`config.mk`:
```
export PLATFORM = sky130hd
export DESIGN_NAME = accum_read_ctrl_flat
export DESIGN_NICKNAME = d
export VERILOG_FILES = /design/src/rtl/accum_read_ctrl_if.sv /design/src/rtl/accum_read_ctrl.sv /design/src/flat_wrapper.sv
export SDC_FILE = /design/constraint.sdc
export NUM_CORES = 1
export LEC_CHECK = 0
export CAP_MARGIN = 25
export CELL_PAD_IN_SITES_DETAIL_PLACEMENT = 1
export CELL_PAD_IN_SITES_GLOBAL_PLACEMENT = 1
export CORE_ASPECT_RATIO = 0.5
export CORE_UTILIZATION = 32
export CTS_CLUSTER_SIZE = 30
export DETAILED_ROUTE_END_ITERATION = 10
export PLACE_DENSITY_LB_ADDON = 0.25
export SLEW_MARGIN = 20
export SYNTH_ARGS = -nofsm -noshare
export SYNTH_HDL_FRONTEND = slang
export SYNTH_SLANG_ARGS = --single-unit
```
`constraint.sdc`:
```
create_clock -name clk -period 1.2 [get_ports clk]
set_input_delay 0.24 -clock clk [delete_from_list [all_inputs] [get_ports clk]]
set_output_delay 0.24 -clock clk [all_outputs]
set_load 0.005 [all_outputs]
```
`src/rtl/accum_read_ctrl_if.sv`:
```
// ============================================================================
// Module   : accum_read_ctrl_if
// Brief    : Bus bundle between the accumulating read controller and its
//            address counter / synchronous memory.
// Revision : 1.0 - initial release
// ============================================================================
`default_nettype none

interface accum_read_ctrl_if #(
    parameter int DATA_W = 8,
    parameter int SUM_W  = 12
);
    logic              start;
    logic [3:0]        address_counter;
    logic [DATA_W-1:0] mem_data;
    logic              address_gen_enable;
    logic              counter_reset;
    logic [SUM_W-1:0]  sum;
    logic              busy;
    logic              done;

    // Master is the surrounding system (requester, counter, memory).
    modport master (
        output start,
        output address_counter,
        output mem_data,
        input  address_gen_enable,
        input  counter_reset,
        input  sum,
        input  busy,
        input  done
    );

    modport slave (
        input  start,
        input  address_counter,
        input  mem_data,
        output address_gen_enable,
        output counter_reset,
        output sum,
        output busy,
        output done
    );
endinterface

`default_nettype wire

```
`src/rtl/accum_read_ctrl.sv`:
```
// ============================================================================
// Module   : accum_read_ctrl
// Brief    : Sweeps an external address counter 0..LAST_ADDR and sums the
//            one-cycle-latency memory read data into an accumulator.
// Revision : 1.0 - initial release
// ============================================================================
`default_nettype none

module accum_read_ctrl #(
    parameter int         DATA_W    = 8,
    parameter int         SUM_W     = 12,
    parameter logic [3:0] LAST_ADDR = 4'd10
) (
    input  wire logic           clk,
    input  wire logic           reset,
    accum_read_ctrl_if.slave    bus
);

    localparam logic [3:0] C_PARK_ADDR = 4'hF;

    if (SUM_W < DATA_W + 4) begin : g_sum_w_check
        $error("accum_read_ctrl: SUM_W must be at least DATA_W+4");
    end

    typedef enum logic [2:0] {
        S_IDLE  = 3'd0,
        S_CLEAR = 3'd1,
        S_RUN   = 3'd2,
        S_DRAIN = 3'd3,
        S_DONE  = 3'd4
    } state_t;

    // Async assert, sync release: the first edge after release sees IDLE.
    logic [1:0] r_rst_sync;
    logic       w_rst_n;

    always_ff @(posedge clk or negedge reset) begin
        if (!reset) begin
            r_rst_sync <= 2'b00;
        end else begin
            r_rst_sync <= {r_rst_sync[0], 1'b1};
        end
    end

    assign w_rst_n = r_rst_sync[1];

    state_t           r_state;
    state_t           w_state_next;
    logic             r_rd_valid;
    logic             w_rd_valid_next;
    logic [SUM_W-1:0] r_sum;
    logic [SUM_W-1:0] w_sum_next;
    logic [SUM_W-1:0] w_mem_ext;

    assign w_mem_ext = {{(SUM_W-DATA_W){1'b0}}, bus.mem_data};

    always_ff @(posedge clk or negedge w_rst_n) begin
        if (!w_rst_n) begin
            r_state    <= S_IDLE;
            r_rd_valid <= 1'b0;
            r_sum      <= '0;
        end else begin
            r_state    <= w_state_next;
            r_rd_valid <= w_rd_valid_next;
            r_sum      <= w_sum_next;
        end
    end

    always_comb begin
        w_state_next    = r_state;
        w_rd_valid_next = 1'b0;
        w_sum_next      = r_sum;

        // rd_valid marks the cycle whose mem_data belongs to a real address.
        if (r_rd_valid) begin
            w_sum_next = r_sum + w_mem_ext;
        end

        case (r_state)
            S_IDLE: begin
                if (bus.start) begin
                    w_state_next = S_CLEAR;
                end
            end
            S_CLEAR: begin
                w_sum_next   = '0;
                w_state_next = S_RUN;
            end
            S_RUN: begin
                w_rd_valid_next = (bus.address_counter != C_PARK_ADDR);
                if (bus.address_counter == LAST_ADDR) begin
                    w_state_next = S_DRAIN;
                end
            end
            S_DRAIN: begin
                w_state_next = S_DONE;
            end
            S_DONE: begin
                w_state_next = S_IDLE;
            end
            default: begin
                w_state_next = S_IDLE;
            end
        endcase
    end

    assign bus.address_gen_enable = (r_state == S_RUN) && (bus.address_counter != LAST_ADDR);
    assign bus.counter_reset      = (r_state == S_CLEAR);
    assign bus.busy               = (r_state != S_IDLE);
    assign bus.done               = (r_state == S_DONE);
    assign bus.sum                = r_sum;

endmodule

`default_nettype wire

```
`src/flat_wrapper.sv`:
```
// flat-port wrapper written by rule: the top's interface ports become plain ports
module accum_read_ctrl_flat 
#(
    parameter int         DATA_W    = 8,
    parameter int         SUM_W     = 12,
    parameter logic [3:0] LAST_ADDR = 4'd10
)
  (clk, reset, bus_start, bus_address_counter, bus_mem_data, bus_address_gen_enable, bus_counter_reset, bus_sum, bus_busy, bus_done);
  accum_read_ctrl_if #(.DATA_W(DATA_W), .SUM_W(SUM_W)) bus_i ();
  input  wire logic clk;
  input  wire logic reset;
  input wire logic [$bits(bus_i.start)-1:0] bus_start;
  input wire logic [$bits(bus_i.address_counter)-1:0] bus_address_counter;
  input wire logic [$bits(bus_i.mem_data)-1:0] bus_mem_data;
  output wire logic [$bits(bus_i.address_gen_enable)-1:0] bus_address_gen_enable;
  output wire logic [$bits(bus_i.counter_reset)-1:0] bus_counter_reset;
  output wire logic [$bits(bus_i.sum)-1:0] bus_sum;
  output wire logic [$bits(bus_i.busy)-1:0] bus_busy;
  output wire logic [$bits(bus_i.done)-1:0] bus_done;
  assign bus_i.start = bus_start;
  assign bus_i.address_counter = bus_address_counter;
  assign bus_i.mem_data = bus_mem_data;
  assign bus_address_gen_enable = bus_i.address_gen_enable;
  assign bus_counter_reset = bus_i.counter_reset;
  assign bus_sum = bus_i.sum;
  assign bus_busy = bus_i.busy;
  assign bus_done = bus_i.done;
  accum_read_ctrl #(.DATA_W(DATA_W), .SUM_W(SUM_W), .LAST_ADDR(LAST_ADDR)) u_core (.clk(clk), .reset(reset), .bus(bus_i));
endmodule
```
## After elaboration in Yosys (flattened, before gate mapping)

Cells that the tools add are included.

| storage, ports and cells | value |
|---|---|
| flip-flop bits (word level) | 18 |
| bits of input ports | 15 |
| output and inout port bits | 16 |
| word-level logic and storage cells | 25 |

| cells by class | value |
|---|---|
| add/sub/neg operators | 1 |
| equality and inequality tests | 9 |
| muxes and demuxes | 6 |
| reductions and logical operators | 5 |

Operator list:

| kind | count |
|---|---|
| 2-to-1 mux 12 bit | 2 |
| adder 12 x 8 -> 12 bit | 1 |
| case mux 3 bit (4 select lines) | 1 |
| != test 4 bit, second input constant | 2 |
| == test 3 x 2 -> 1 bit, second input constant | 2 |
| 2-to-1 mux 3 bit | 2 |
| == test 4 bit, second input constant | 1 |
| == test 3 x 1 -> 1 bit, second input constant | 1 |
| == test 3 bit, second input constant | 1 |
| logical NOT 3 bit | 1 |
| nonzero test 3 bit | 1 |
| != test 2 x 1 -> 1 bit, second input constant | 1 |
| != test 2 bit, second input constant | 1 |
| AND reduction 2 bit | 1 |
| nonzero test 2 bit | 1 |
| logical AND 1 bit | 1 |
| 2-to-1 mux 1 bit | 1 |

## Longest topological paths before layout

| logic depth | value |
|---|---|
| depth after elaboration | 3 |
| depth in mapped cells | 8 |
| gate-level depth less buffers | 8 |

## Worst setup path after synthesis

OpenSTA, ideal clock, no wires.

| path | value |
|---|---|
| path kind | register to register |
| start | register u_core.r_sum[0] (netlist: u_core.bus.sum[0]) |
| end | register u_core.r_sum[10] (netlist: u_core.bus.sum[10]) |
| setup time | 0.128 ns |
| arrival time | 1.893 ns |
| required time | 1.072 ns |
| path slack | -0.820 ns |
| cell stages (with the launch flop) | 9 |
| path buffers | 0 |
| period minus slack after synthesis | 2.020 ns |
| path through | dfrtp_1 > ha_1 > inv_1 > fa_1 > nand2b_1 > a21oi_2 > o311a_1 > o2111ai_2 > mux2_1 |

| between the ends | value |
|---|---|
| cells in the longest elaborated chain, start to end | 3 |

Ends and longest elaborated chain:

| what | line | RTL |
|---|---|---|
| from (decl) | accum_read_ctrl.sv:51 | `logic [SUM_W-1:0] r_sum;` |
| from (signal assigned) | accum_read_ctrl.sv:65 | `r_sum <= w_sum_next;` |
| adder 12 x 8 -> 12 bit | accum_read_ctrl.sv:76 | `w_sum_next = r_sum + w_mem_ext;` |
| 2-to-1 mux 12 bit | accum_read_ctrl.sv:75 | `if (r_rd_valid) begin` |
| 2-to-1 mux 12 bit | accum_read_ctrl.sv:79 | `case (r_state)` |

No other way between the ends. The select of a mux whose other input is x is not followed.
A chain may end at the register's enable or synchronous reset.

## Final worst setup path

Ends and elaborated chain as after synthesis.

==> metrics.csv <==
stage;metric;value;unit
synthesis;register area share after synthesis;40.5;%
layout;ANT cells;0;
clocking;clk slew on worst S/H paths;0.08;ns
power;Net Sw Power;2.13;mW
floorplanning;Die Y;43.7;um
clocking;Clock Latency Late Sink;0.26;ns
global_routing;vias in the first global route;1344;
synthesis;Synth Area in Compound Gates;17.6;%
timing;total negative slack;-7.74;ns
floorplanning;Die ar.;0.00373;mm^2
timing;Highest Clock Rate;0.492;GHz
detailed_routing;detailed-route wire length;4.86;mm
floorplanning;Cell Rows;14;
placed_design;input/output buffers;30;
layout;Filler cells;318;
global_routing;initial antenna violation count;0;
timing;Layout Skew;0.00645;ns
critical_path;Crit. End Element;flop;
critical_path;crit path launch type;flop;
synthesis;largest cells by area after synthesis;dfrtp_1 (41%), ha_1 (9.0%), xor2_1 (4.7%);
run_status;outcome;finished with violations;
power;PnR Total Power;5.43;mW
timing;post-route setup slack;-0.834;ns
critical_path;CP arrival;2.19;ns
layout;layout cells sized above 1;58.2;%
detailed_routing;DRC;0;
floorplanning;# IOs;31;
power;pwr/cell area;2540;mW/mm^2
synthesis;Synth Area in Simple Gates;16.8;%
layout;commonest non-fill, non-tap cell in the layout;buf_4;
clocking;depth of the CTS H-tree;1;
run_status;violated checks;negative setup slack;
synthesis;xor-xnor portion of the synthesized cell area;7.09;%
layout;Post-Layout Cell Count;236;
timing;final setup vio count;18;
synthesis;#FFs+latches synth;18;
synthesis;post-synthesis cell count;108;
timing;Worst Hold Slack;0.135;ns
detailed_routing;DRT iter0 DRCs;94;
placed_design;routability congestion estimate;0.815;
critical_path;CP Class;flop to flop;
timing;Final Hold Fails;0;
placed_design;post-DP HPWL;2.47;mm
timing;RSZ-0062 raised after global routing;true;
clocking;Post-CTS Hold Buffers;0;
global_routing;first-pass GRT wire length;6.88;mm
layout;most frequent cells in the layout;buf_4 (43), buf_6 (20), dfrtp_1 (15), nor2_1 (9), clkdlybuf4s50_1 (7);
power;leak pwr;1.05;nW
power;fraction of power spent switching nets;39.3;%
floorplanning;Core Area;0.00315;mm^2
synthesis;mux share of post-synthesis cell area;4.73;%
power;Clk pwr share;9.9;%
placed_design;Placed Cells incl. Taps;207;
detailed_routing;Initial DRT Pass Iterations;5;
timing;minimum clock period;2.03;ns
global_routing;GRT Util Overall;24.8;%
synthesis;Synth Area in Adders;10.8;%
layout;nets;221;
synthesis;leading area contributor after synthesis;dfrtp_1;
synthesis;syn_area_per_cell;10.3;um^2
layout;final instance area;0.00214;mm^2
placed_design;Place WS;-1.18;ns
layout;final core utilization;67.8;%
min_path;Hold WC Path Type;input pin to asynchronous set/reset pin;
power;Logic pwr share;70.7;%
detailed_routing;Vias/cell;5.27;
floorplanning;die extent in x;85.3;um
detailed_routing;Final ANT Viol Nets;0;
critical_path;worst-path maximum fanout;2;
synthesis;Ys Warns;0;
detailed_routing;via count;1244;
detailed_routing;wire per inst;20.6;um
synthesis;post-synth cell types;38;
power;Int Pwr;3.30;mW
critical_path;CP Data Required Time;1.36;ns
clocking;maximum root-to-sink buffer count;2;
clocking;TritonCTS clock tree;built;
global_routing;remaining global-route overflow;0;
job;max cap viols;0;
synthesis;Mapped Area;0.00111;mm^2
timing;Max Slew Vio Count;0;
synthesis;Post-Syn Nets;132;
clocking;CTS Sinks;18;
global_routing;largest net degree at the start of global routing;17;
layout;Area Growth Syn to Fin;92.5;%
synthesis;largest family of logic cells by synthesized area;compound AO/OA/AOI/OAI gates;
placed_design;Area after DPL;0.00172;mm^2
timing;crit share post-route;169;%
floorplanning;Initial Utilization;35.2;%
synthesis;top-area cell type share of the netlist area;40.5;%
power;part of the power in registers;19.5;%
power;Peak VDD IR;1.22;mV
clocking;cell at the root of the clock tree;clkbuf_8;
clocking;CTS Buf Count;3;
[critical path, stage by stage (launching register included)]
cell and delay [ns]:
dfrtp_1 0.37, ha_2 0.19, inv_2 0.04, fa_2 0.35, nand2b_4 0.18, a21oi_4 0.13, o311a_1 0.21, o2111ai_2 0.12
mux2_4 0.33
[worst paths after layout]
check	endpoint	startpoint	cells after the start	slack (ns)
max in group asynchronous	u_core.r_state[0]	u_core.r_rst_sync[1]	1	0.76
hold reg to reg	u_core.bus.sum[11]	u_core.r_rst_sync[1]	1	0.22
hold / removal	u_core.r_rst_sync[1]	reset	1	0.14
min in group clk	u_core.r_rd_valid	bus_address_counter[1]	2	0.21
setup / recovery	u_core.bus.sum[10]	u_core.bus.sum[0]	8	-0.83
setup reg to reg	u_core.bus.sum[10]	u_core.bus.sum[0]	8	-0.83
[what timing repair did]
item	4_1_cts	5_1_grt
pin swaps	24	12
buffers inserted	23	12
setup endpoints to repair	27	21
resized for setup	100	23
[registers in the layout (all words and copies together) (netlist names)]
| signal | flops |
|---|---|
| u_core.r_rd_valid | 1 |
| u_core.r_state | 3 |
| u_core.r_rst_sync | 2 |
| u_core.bus.sum | 12 |
[Yosys cell counts]
master / number
ha_1: 8
and2_1: 1
mux2_2: 1
nor2b_1: 1
clkbuf_1: 2
nand2_1: 2
nor3b_1: 1
o211ai_1: 1
mux2_1: 1
and2b_1: 1
a211oi_1: 3
xor2_1: 6
buf_2: 1
o22ai_1: 6
inv_1: 3
conb_1: 1
o21ai_1: 1
a31oi_1: 1
o21ai_0: 3
nand4_1: 1
a41oi_1: 1
a21oi_1: 3
mux2i_1: 3
or3_1: 1
o2111ai_1: 1
nand2b_1: 8
o2111ai_2: 1
nor3b_4: 1
dfrtp_1: 18
nor3_1: 4
o311a_1: 1
nor2_1: 11
fa_1: 1
a21o_1: 3
and3b_1: 1
a21oi_2: 1
xnor2_1: 3
o211ai_2: 1
[per-layer routing]
layer | share of wire, % | track usage (%) | up-vias | wire length, um
met5 | 0 | 0 | - | 0
met2 | 50 | 48.9 | 36 | 2440
met3 | 3.8 | 4.76 | 10 | 183
met4 | 2.3 | 4.67 | 0 | 112
li1 | - | - | 564 | -
met1 | 44 | 28.9 | 634 | 2120
[kinds of logic after synthesis]
group | Yosys count
AO/OA/AOI/OAI | 27
XOR/XNOR | 9
adder cells (fa/ha/maj) | 9
buffers and inverters | 6
flip-flops | 18
multiplexers | 5
other | 1
AND/OR/NAND/NOR | 33
[power by group through the flow]
stage	sequential [mW]	clock [mW]	combinational, mW
after detailed placement	1.04	0	2.67
after global routing	1.09	0.562	4.04
after CTS	1.03	0.534	3.37
after floorplan	1.03	0	1.32
final	1.06	0.536	3.84
after global placement	1.02	0	2.57
[layout make-up]
class                      count  area, um^2  area share (%)
clock buffer                   4        55.1            2.57
multi-input combinational     84         823            38.5
sequential                    18         454            21.2
tap                           40        50.0            2.34
timing repair buffer          87         744            34.8
inverter                       3        11.3           0.527
Power figures use the tool's default switching activity.
